**src/rtl/gpo_pad_ctrl_if.sv**
```systemverilog
// gpo_pad_ctrl configuration bus
// valid/ready write channel plus status back to core
interface gpo_pad_ctrl_if;
  logic       cfg_valid_i;
  logic       cfg_ready_o;
  logic [3:0] cfg_ds_i;
  logic       cfg_sr_i;
  logic       cfg_co_i;
  logic [1:0] cfg_mode_i;
  logic       busy_o;
  logic       cfg_err_o;

  modport master (
    output cfg_valid_i,
    output cfg_ds_i,
    output cfg_sr_i,
    output cfg_co_i,
    output cfg_mode_i,
    input  cfg_ready_o,
    input  busy_o,
    input  cfg_err_o
  );

  modport slave (
    input  cfg_valid_i,
    input  cfg_ds_i,
    input  cfg_sr_i,
    input  cfg_co_i,
    input  cfg_mode_i,
    output cfg_ready_o,
    output busy_o,
    output cfg_err_o
  );
endinterface

```
**src/rtl/gpo_pad_ctrl.sv**
```systemverilog
// gpo_pad_ctrl: core-side driver for the EG1D80V GPO pad
// glitch-free config updates via drain/apply/settle
module gpo_pad_ctrl #(
  parameter int         SETTLE_CYCLES = 4,
  parameter logic [3:0] DS_RST        = 4'b0000
) (
  input  logic          clk_i,
  input  logic          rst_i,
  input  logic          data_i,
  input  logic          oe_i,
  input  logic          vbias_ok_i,
  gpo_pad_ctrl_if.slave cfg,
  output logic          DO_O,
  output logic          OE_O,
  output logic [3:0]    DS_O,
  output logic          SR_O,
  output logic          CO_O,
  output logic          ODP_O,
  output logic          ODN_O,
  output logic          vbias_lost_o
);

  localparam int CW = $clog2(SETTLE_CYCLES + 1);
  localparam logic [CW-1:0] C_LOAD = CW'(SETTLE_CYCLES);
  localparam logic [CW-1:0] C_ONE  = CW'(1);

  typedef enum logic [1:0] {
    S_IDLE,
    S_DRAIN,
    S_APPLY,
    S_SETTLE
  } state_t;

  typedef struct packed {
    logic [3:0] ds;
    logic       sr;
    logic       co;
    logic [1:0] mode;
  } cfg_t;

  state_t        r_state;
  state_t        w_nxt;
  logic [CW-1:0] r_cnt;
  cfg_t          r_act;
  cfg_t          r_sh;
  cfg_t          w_req;
  logic          r_vb_meta;
  logic          r_vb_s;
  logic          r_do;
  logic          r_oe;
  logic          r_err;
  logic          r_lost;
  logic          w_ready;
  logic          w_busy;
  logic          w_gate;
  logic          w_acc;
  logic          w_rej;
  logic          w_go;
  logic          w_cnt_one;
  logic          w_act_hi;
  logic          w_oe_nxt;

  assign w_req = {cfg.cfg_ds_i, cfg.cfg_sr_i,
                  cfg.cfg_co_i, cfg.cfg_mode_i};

  // A high-drive request without VBIAS is refused;
  // an identical request needs no pad quiesce.
  assign w_acc     = cfg.cfg_valid_i & w_ready;
  assign w_rej     = w_acc & (w_req.ds[1:0] != 2'b00)
                   & ~r_vb_s;
  assign w_go      = w_acc & ~w_rej & (w_req != r_act);
  assign w_cnt_one = (r_cnt == C_ONE);
  assign w_act_hi  = (r_act.ds[1:0] != 2'b00);

  // Gate covers the accept cycle too, so OE drops
  // in the very next cycle after a config accept.
  assign w_oe_nxt = oe_i & ~w_gate
                  & (r_act.mode != 2'b11)
                  & ~(w_act_hi & ~r_vb_s);

  // FSM state register
  always_ff @(posedge clk_i or posedge rst_i) begin
    if (rst_i) r_state <= S_IDLE;
    else       r_state <= w_nxt;
  end

  // FSM next-state logic
  always_comb begin
    w_nxt = r_state;
    unique case (r_state)
      S_IDLE:   if (w_go) w_nxt = S_DRAIN;
      S_DRAIN:  if (w_cnt_one) w_nxt = S_APPLY;
      S_APPLY:  w_nxt = S_SETTLE;
      S_SETTLE: if (w_cnt_one) w_nxt = S_IDLE;
      default:  w_nxt = S_IDLE;
    endcase
  end

  // FSM outputs
  always_comb begin
    w_ready = (r_state == S_IDLE);
    w_busy  = (r_state != S_IDLE);
    w_gate  = (r_state != S_IDLE) | (w_nxt != S_IDLE);
  end

  // Quiesce/settle counter, saturates at zero
  always_ff @(posedge clk_i or posedge rst_i) begin
    if (rst_i) begin
      r_cnt <= '0;
    end else begin
      unique case (r_state)
        S_IDLE:  if (w_go) r_cnt <= C_LOAD;
        S_APPLY: r_cnt <= C_LOAD;
        default: if (r_cnt != '0) r_cnt <= r_cnt - C_ONE;
      endcase
    end
  end

  // Shadow capture on accept, active update in APPLY
  always_ff @(posedge clk_i or posedge rst_i) begin
    if (rst_i) begin
      r_sh  <= '0;
      r_act <= {DS_RST, 1'b0, 1'b0, 2'b00};
    end else begin
      if (w_go) r_sh <= w_req;
      if (r_state == S_APPLY) r_act <= r_sh;
    end
  end

  // Two-flop VBIAS-ready synchronizer
  always_ff @(posedge clk_i or posedge rst_i) begin
    if (rst_i) begin
      r_vb_meta <= 1'b0;
      r_vb_s    <= 1'b0;
    end else begin
      r_vb_meta <= vbias_ok_i;
      r_vb_s    <= r_vb_meta;
    end
  end

  // Registered pad data/enable and status flags
  always_ff @(posedge clk_i or posedge rst_i) begin
    if (rst_i) begin
      r_do   <= 1'b0;
      r_oe   <= 1'b0;
      r_err  <= 1'b0;
      r_lost <= 1'b0;
    end else begin
      r_do   <= data_i;
      r_oe   <= w_oe_nxt;
      r_err  <= w_rej;
      r_lost <= w_act_hi & ~r_vb_s;
    end
  end

  assign DO_O         = r_do;
  assign OE_O         = r_oe;
  assign DS_O         = r_act.ds;
  assign SR_O         = r_act.sr;
  assign CO_O         = r_act.co;
  assign ODP_O        = (r_act.mode == 2'b01);
  assign ODN_O        = (r_act.mode == 2'b10);
  assign vbias_lost_o = r_lost;

  assign cfg.cfg_ready_o = w_ready;
  assign cfg.busy_o      = w_busy;
  assign cfg.cfg_err_o   = r_err;

endmodule
```
**src/flat_wrapper.sv**
```systemverilog
// flat-port wrapper written by rule: the top's interface ports become plain ports
module gpo_pad_ctrl_flat 
#(
  parameter int         SETTLE_CYCLES = 4,
  parameter logic [3:0] DS_RST        = 4'b0000
)
  (clk_i, rst_i, data_i, oe_i, vbias_ok_i, DO_O, OE_O, DS_O, SR_O, CO_O, ODP_O, ODN_O, vbias_lost_o, cfg_cfg_valid_i, cfg_cfg_ds_i, cfg_cfg_sr_i, cfg_cfg_co_i, cfg_cfg_mode_i, cfg_cfg_ready_o, cfg_busy_o, cfg_cfg_err_o);
  gpo_pad_ctrl_if cfg_i ();
  input  logic clk_i;
  input  logic rst_i;
  input  logic data_i;
  input  logic oe_i;
  input  logic vbias_ok_i;
  output logic DO_O;
  output logic OE_O;
  output logic [3:0] DS_O;
  output logic SR_O;
  output logic CO_O;
  output logic ODP_O;
  output logic ODN_O;
  output logic vbias_lost_o;
  input wire logic [$bits(cfg_i.cfg_valid_i)-1:0] cfg_cfg_valid_i;
  input wire logic [$bits(cfg_i.cfg_ds_i)-1:0] cfg_cfg_ds_i;
  input wire logic [$bits(cfg_i.cfg_sr_i)-1:0] cfg_cfg_sr_i;
  input wire logic [$bits(cfg_i.cfg_co_i)-1:0] cfg_cfg_co_i;
  input wire logic [$bits(cfg_i.cfg_mode_i)-1:0] cfg_cfg_mode_i;
  output wire logic [$bits(cfg_i.cfg_ready_o)-1:0] cfg_cfg_ready_o;
  output wire logic [$bits(cfg_i.busy_o)-1:0] cfg_busy_o;
  output wire logic [$bits(cfg_i.cfg_err_o)-1:0] cfg_cfg_err_o;
  assign cfg_i.cfg_valid_i = cfg_cfg_valid_i;
  assign cfg_i.cfg_ds_i = cfg_cfg_ds_i;
  assign cfg_i.cfg_sr_i = cfg_cfg_sr_i;
  assign cfg_i.cfg_co_i = cfg_cfg_co_i;
  assign cfg_i.cfg_mode_i = cfg_cfg_mode_i;
  assign cfg_cfg_ready_o = cfg_i.cfg_ready_o;
  assign cfg_busy_o = cfg_i.busy_o;
  assign cfg_cfg_err_o = cfg_i.cfg_err_o;
  gpo_pad_ctrl #(.SETTLE_CYCLES(SETTLE_CYCLES), .DS_RST(DS_RST)) u_core (.clk_i(clk_i), .rst_i(rst_i), .data_i(data_i), .oe_i(oe_i), .vbias_ok_i(vbias_ok_i), .cfg(cfg_i), .DO_O(DO_O), .OE_O(OE_O), .DS_O(DS_O), .SR_O(SR_O), .CO_O(CO_O), .ODP_O(ODP_O), .ODN_O(ODN_O), .vbias_lost_o(vbias_lost_o));
endmodule
```
**config.mk**
```make
export PLATFORM = sky130hd
export DESIGN_NAME = gpo_pad_ctrl_flat
export DESIGN_NICKNAME = d
export VERILOG_FILES = /design/src/rtl/gpo_pad_ctrl_if.sv /design/src/rtl/gpo_pad_ctrl.sv /design/src/flat_wrapper.sv
export SDC_FILE = /design/constraint.sdc
export NUM_CORES = 1
export LEC_CHECK = 0
export CORE_AREA = 2 2 74 48
export DETAILED_ROUTE_END_ITERATION = 16
export DIE_AREA = 0 0 76 50
export GPL_ROUTABILITY_DRIVEN = 0
export PLACE_DENSITY = 0.71
export RECOVER_POWER = 25
export SETUP_SLACK_MARGIN = 0.4
export SLEW_MARGIN = 10
export SYNTH_ARGS = -nofsm -noshare
export SYNTH_HDL_FRONTEND = slang
export SYNTH_SLANG_ARGS = --single-unit
```
**constraint.sdc**
```tcl
create_clock -name clk_i -period 1.7 [get_ports clk_i]
set_input_delay 0.425 -clock clk_i [delete_from_list [all_inputs] [get_ports clk_i]]
set_output_delay 0.425 -clock clk_i [all_outputs]
set_load 0.01 [all_outputs]
```
**Yosys cells after proc, flatten, opt, wreduce, memory -nomap -nowiden**

Index checks and enable logic that the tools add are counted.

- Flip-flop bits (word level): 27
- Input bits: 14
- Logic and storage cells: 55

- $add $sub $neg: 1
- Equal/unequal tests: 9
- Multiplexer cells: 7
- Bitwise gates (word level): 14
- Reduce and logical (&&, ||, !) cells: 8

Operators by type and width:

| operator | number |
|---|---|
| 1-bit AND | 9 |
| 8-bit inequality test | 1 |
| 2-bit case mux with 4 select lines | 1 |
| 2-bit nonzero test | 4 |
| 2-bit == test (second input constant) | 3 |
| 2-bit 2-to-1 mux | 3 |
| 3-bit 2-to-1 mux | 2 |
| 3-bit case mux with 2 select lines | 1 |
| 3-bit nonzero test | 2 |
| 2-bit by 1-bit == test with 1-bit output (second input constant) | 2 |
| 2-bit inequality test (second input constant) | 2 |
| 1-bit NOT | 4 |
| 3-bit by 1-bit == test with 1-bit output (second input constant) | 1 |
| 3-bit by 1-bit subtractor with 3-bit output (second input constant) | 1 |
| 2-bit zero test | 1 |
| 2-bit AND reduction | 1 |
| 1-bit OR | 1 |

**Depth between registers and ports, before layout**

Gate-level depths: netlist of the first run.

- Depth after elaboration: 15
- Depth in mapped cells: 6
- Gate-level depth less buffers: 6

**Least setup slack after synthesis of the first run**

No wires, ideal clock.

- Kind: register -> register
- Start point: reg u_core.r_state[0]
- End point: reg u_core.r_sh[0] (netlist name)
- Setup time: 0.125 ns
- Arrival time: 1.431 ns
- Data required time: 1.575 ns
- Path slack: 0.144 ns
- Cell stages (with the launch flop): 6
- Buffers on the path: 2
- Cell sequence: dfrtp_1 clkbuf_1 nor2_2 o2111a_1 buf_6 mux2_4

- Word-level cells in the longest chain between the ends: 7

RTL lines:

| what | line | RTL |
|---|---|---|
| start, declared | gpo_pad_ctrl.sv:41 | `state_t r_state;` |
| start signal, assigned | gpo_pad_ctrl.sv:84 | `else r_state <= w_nxt;` |
| 2-bit zero test (*) | gpo_pad_ctrl.sv:101 | `w_ready = (r_state == S_IDLE);` |
| via cfg_cfg_ready_o | flat_wrapper.sv:27 | `output wire logic [$bits(cfg_i.cfg_ready_o)-1:0] cfg_cfg_ready_o;` |
| 1-bit AND (*) | gpo_pad_ctrl.sv:68 | `assign w_acc = cfg.cfg_valid_i & w_ready;` |
| 1-bit AND | gpo_pad_ctrl.sv:69 | `assign w_rej = w_acc & (w_req.ds[1:0] != 2'b00)` |
| 1-bit AND | gpo_pad_ctrl.sv:70 | `& ~r_vb_s;` |
| 1-bit NOT | gpo_pad_ctrl.sv:71 | `assign w_go = w_acc & ~w_rej & (w_req != r_act);` |
| 1-bit AND (*) (2 in series) | gpo_pad_ctrl.sv:71 |  |
| end signal, assigned | gpo_pad_ctrl.sv:125 | `if (w_go) r_sh <= w_req;` |
| end, declared | gpo_pad_ctrl.sv:45 | `cfg_t r_sh;` |

The timed path passes the listed nets; every way through them passes the cells marked *.
A chain may end at the register's enable or synchronous reset.

**Worst setup path after layout of the first run**

- Start point: in cfg_cfg_ds_i[1]
- End point: reg u_core.r_sh[6] (netlist name)

- Word-level cells in the longest chain between the ends: 6

RTL lines:

| what | line | RTL |
|---|---|---|
| start, declared | flat_wrapper.sv:23 | `input wire logic [$bits(cfg_i.cfg_ds_i)-1:0] cfg_cfg_ds_i;` |
| 2-bit nonzero test | gpo_pad_ctrl.sv:69 |  |
| 1-bit AND | gpo_pad_ctrl.sv:69 |  |
| 1-bit AND | gpo_pad_ctrl.sv:70 |  |
| 1-bit NOT | gpo_pad_ctrl.sv:71 |  |
| 1-bit AND | gpo_pad_ctrl.sv:71 |  |
| 1-bit AND (*) | gpo_pad_ctrl.sv:71 |  |

Every way passes the cells marked *; elsewhere a longest branch is shown, timed or not.

==> impl_metrics.yaml, run 1 <==
status:
  status: "finished, final reports clean"
worst_setup_path:
  arrival_ns: 1.83
  timing.reg2reg.setup_slack_ns: 0.05
  cp_cell_sequence: "dlygate4sd2_1 -> xnor2_2 -> nand4_1 -> o2111a_2 -> mux2_4"
  path_delay_family: "compound AO/OA/AOI/OAI gates"
  cpPeakStageDelay_ns: 0.41
  critPathBufInv: 1
  reg2reg_to: "u_core.r_sh[6]"
  worstPathRequired_ns: 1.86
  criticalPathCategory: "in -> reg"
  worst_setup_path_end_kind: "flop"
  slowest_stage: "o2111a_2"
  cp_num_cells: 5
  rr_startpoint: "u_core.DS_O[1]"
  reg2reg_depth: 4
  critPathLaunchType: "input port"
  worst-path-max-fanout: 8
floorplan:
  io_pins: 28
  design.core.area_sq_um: 3100
  rows: 16
  die_y_um: 50
  die-width_um: 76
  dieArea_sq_um: 3800
  initial_utilization: 0.400
grt:
  track_usage: 0.158
  antenna_found_initial: 0
  grt_pass1_vias: 928
  grt_max_degree: 28
  grt_pass1_wl_um: 4670
  grt-ovfl-total: 0
synth:
  synth_xor_area_frac: 0.0636
  yosysTopAreaCellShare: 0.545
  synth-adder-area-share: 0.0303
  yosys_most_used_dff: "dfrtp_1"
  synth_area_per_cell_sq_um: 12.8
  syn-cell-area_sq_um: 1240
  muxShareOfSynthArea: 0.163
  syn_inst: 97
  synth_warnings: 0
  synth-async-reset-ratio: 1.00
  synth-seq-cells: 27
  synth_top_family_by_area: "multiplexers"
  synth_edf_count: 0
  synth_top_cell_by_area: "dfrtp_1"
  ys_seq_area_frac: 0.545
  synth_nets: 114
  synth.area.top_cells: "dfrtp_1 54%, mux2_2 9.1%, mux2_4 7.3%"
  synth-compound-area-share: 0.0666
  ys_types: 27
  synthSimpleGateAreaFrac: 0.0737
drt:
  post-route-drc-count: 0
  via_count: 919
  drtIter0Drc: 47
  drt-total-wl_um: 2820
  vias_per_cell: 4.55
  postRouteAntennaNets: 0
  firstDrtPassIters: 4
  wire_per_inst_um: 14.0
power:
  swShare: 0.321
  seq_power_share: 0.338
  finalPower_w: 0.00326
  p_per_area_nw_per_um2: 1700
  p_leak_nw: 0.922
  clkPwrFrac: 0.109
  switchingPower_w: 0.00105
  combPwrFrac: 0.553
  p_int_w: 0.00221
  ir_worst_vdd_uv: 771
clock_tree:
  clk_path_buf_depth: 2
  clk_pin_slew_worst_paths_ns: 0.09
  clock-sinks: 27
  root_buffer: "clkbuf_8"
  htreeDepth: 1
  cts.hold.buffers_added: 0
  clock_latency_ns: 0.27
  cts_buffers: 3
  cts_tree: "yes"
place:
  pre_cts_ws_ns: -0.515
  dp_hpwl_um: 1870
  io_buffers: 27
timing:
  setup_slack_ns: 0.0208
  fin_crit_ns: 1.68
  rsz0062_at_grt: "yes"
  max_freq_mhz: 596
  setup_viol: 0
  drv_slew: 0
  hold_violations: 0
  slew_headroom: 0.560
  period_share: 0.988
  tightest_slew_ns: 0.660
  fin_worst_skew_ns: 0.00406
min_path:
  hold_class: "reg -> reg"
  whs_endpoint: "u_core.r_vb_s"
  hold_path_depth: 0
  hp-start: "u_core.r_vb_meta"
final_layout:
  areaGrowthSynthToFinish_pct: 54.2
  nets: 175
  drive_gt1_frac: 0.497
  n_antenna_cell: 0
flow_run:
  max-cap-violations: 0
-- synth_stat cells, types with 3 or more instances --
| library cell | n |
|---|---|
| nand2_1 | 5 |
| inv_1 | 7 |
| ha_1 | 3 |
| mux2_2 | 10 |
| nor2_1 | 3 |
| mux2_4 | 6 |
| buf_4 | 4 |
| dfrtp_1 | 27 |
| xnor2_1 | 9 |
-- power groups by stage --
stage / clock network (W) / registers, W / logic (W)
after global placement: 0 / 0.00110 / 0.00124
after floorplan: 0 / 0.00109 / 0.000810
final: 0.000355 / 0.00110 / 0.00180
after CTS: 0.000366 / 0.00109 / 0.00160
after global routing: 0.000401 / 0.00113 / 0.00196
after detailed placement: 0 / 0.00111 / 0.00128
-- repair_timing --
action,in CTS,in global routing
pin swaps,8,4
endpoints found under the setup margin,32,35
resized for setup,78,16
buffers inserted,13,6
gates cloned,0,0
-- how the worst max path moves through the flow --
stage | from | to
2_1_floorplan | cfg_cfg_co_i | u_core.r_sh[1]
3_3_place_gp | cfg_cfg_ds_i[1] | u_core.r_sh[6]
3_5_place_dp | cfg_cfg_ds_i[1] | u_core.r_sh[3]
4_1_cts | u_core.r_act[0] | u_core.r_sh[0]
5_1_grt | u_core.r_act[0] | u_core.r_sh[6]
6_report | cfg_cfg_ds_i[1] | u_core.r_sh[6]
-- routing by layer --
layer | vias up | track usage | wire [um]
met2 | 28 | 0.257 | 1270
li1 | 444 | - | -
met4 | 0 | 0.00909 | 4
met1 | 445 | 0.220 | 1390
met3 | 2 | 0.0476 | 158
met5 | - | 0 | 0
-- cells by family after synthesis --
kind of cell / Yosys count
mux: 16
fa+ha+maj: 3
compound gates: 11
xor+xnor: 9
flops: 27
simple gates: 18
buf+inv: 13
-- metrics by stage --
stage / instance area, sq um / hold WS (ns) / setup TNS [ns] / instances / utilization
floorplan: 1250 / 0.331 / 0 / 97 / -
global placement: 1650 / 0.333 / -5.77 / 179 / 0.532
detailed placement: 1650 / 0.337 / -5.67 / 179 / 0.532
CTS: 1840 / 0.358 / 0 / 196 / 0.593
global route: 1910 / 0.380 / -0.00180 / 202 / 0.616
finish: 1910 / 0.354 / 0 / 202 / 0.616
-- registers in the layout, indices dropped and copies added (netlist names) --
signal	count
u_core.CO_O	1
u_core.DO_O	1
u_core.DS_O	4
u_core.OE_O	1
u_core.SR_O	1
u_core.cfg.cfg_err_o	1
u_core.r_act	2
u_core.r_cnt	3
u_core.r_sh	8
u_core.r_state	2
u_core.r_vb_meta	1
u_core.r_vb_s	1
u_core.vbias_lost_o	1
-- area by class of cell --
class | count | area, sq um
multi-input combinational | 57 | 559
tap | 45 | 56.3
inverter | 7 | 28.8
fill | 250 | 1190
clock buffer | 4 | 45.0
sequential | 27 | 676
timing repair buffer | 62 | 547
-- cell usage in the layout (no fill, tap or decap), drive strengths merged --
cell / count
a21boi: 2
a21o: 1
a31oi: 2
and2: 1
and2b: 1
buf: 44
clkbuf: 9
clkdlybuf4s50: 2
dfrtp: 27
dlygate4sd2: 8
dlygate4sd3: 3
ha: 3
inv: 7
mux2: 16
nand2: 5
nand3: 1
nand4: 2
nor2: 5
nor2b: 2
nor3: 1
o2111a: 1
o2111ai: 1
o21ai: 1
o21bai: 1
o22ai: 1
o32ai: 1
xnor2: 9
Note: power is estimated with default switching activity, not from simulation.
==> run 2, diff against run 1 <==
ABC_AREA = 0   (was not set)
==> results of run 2 <==
No change in the layout: final DEF, timing and power equal those of run 1.
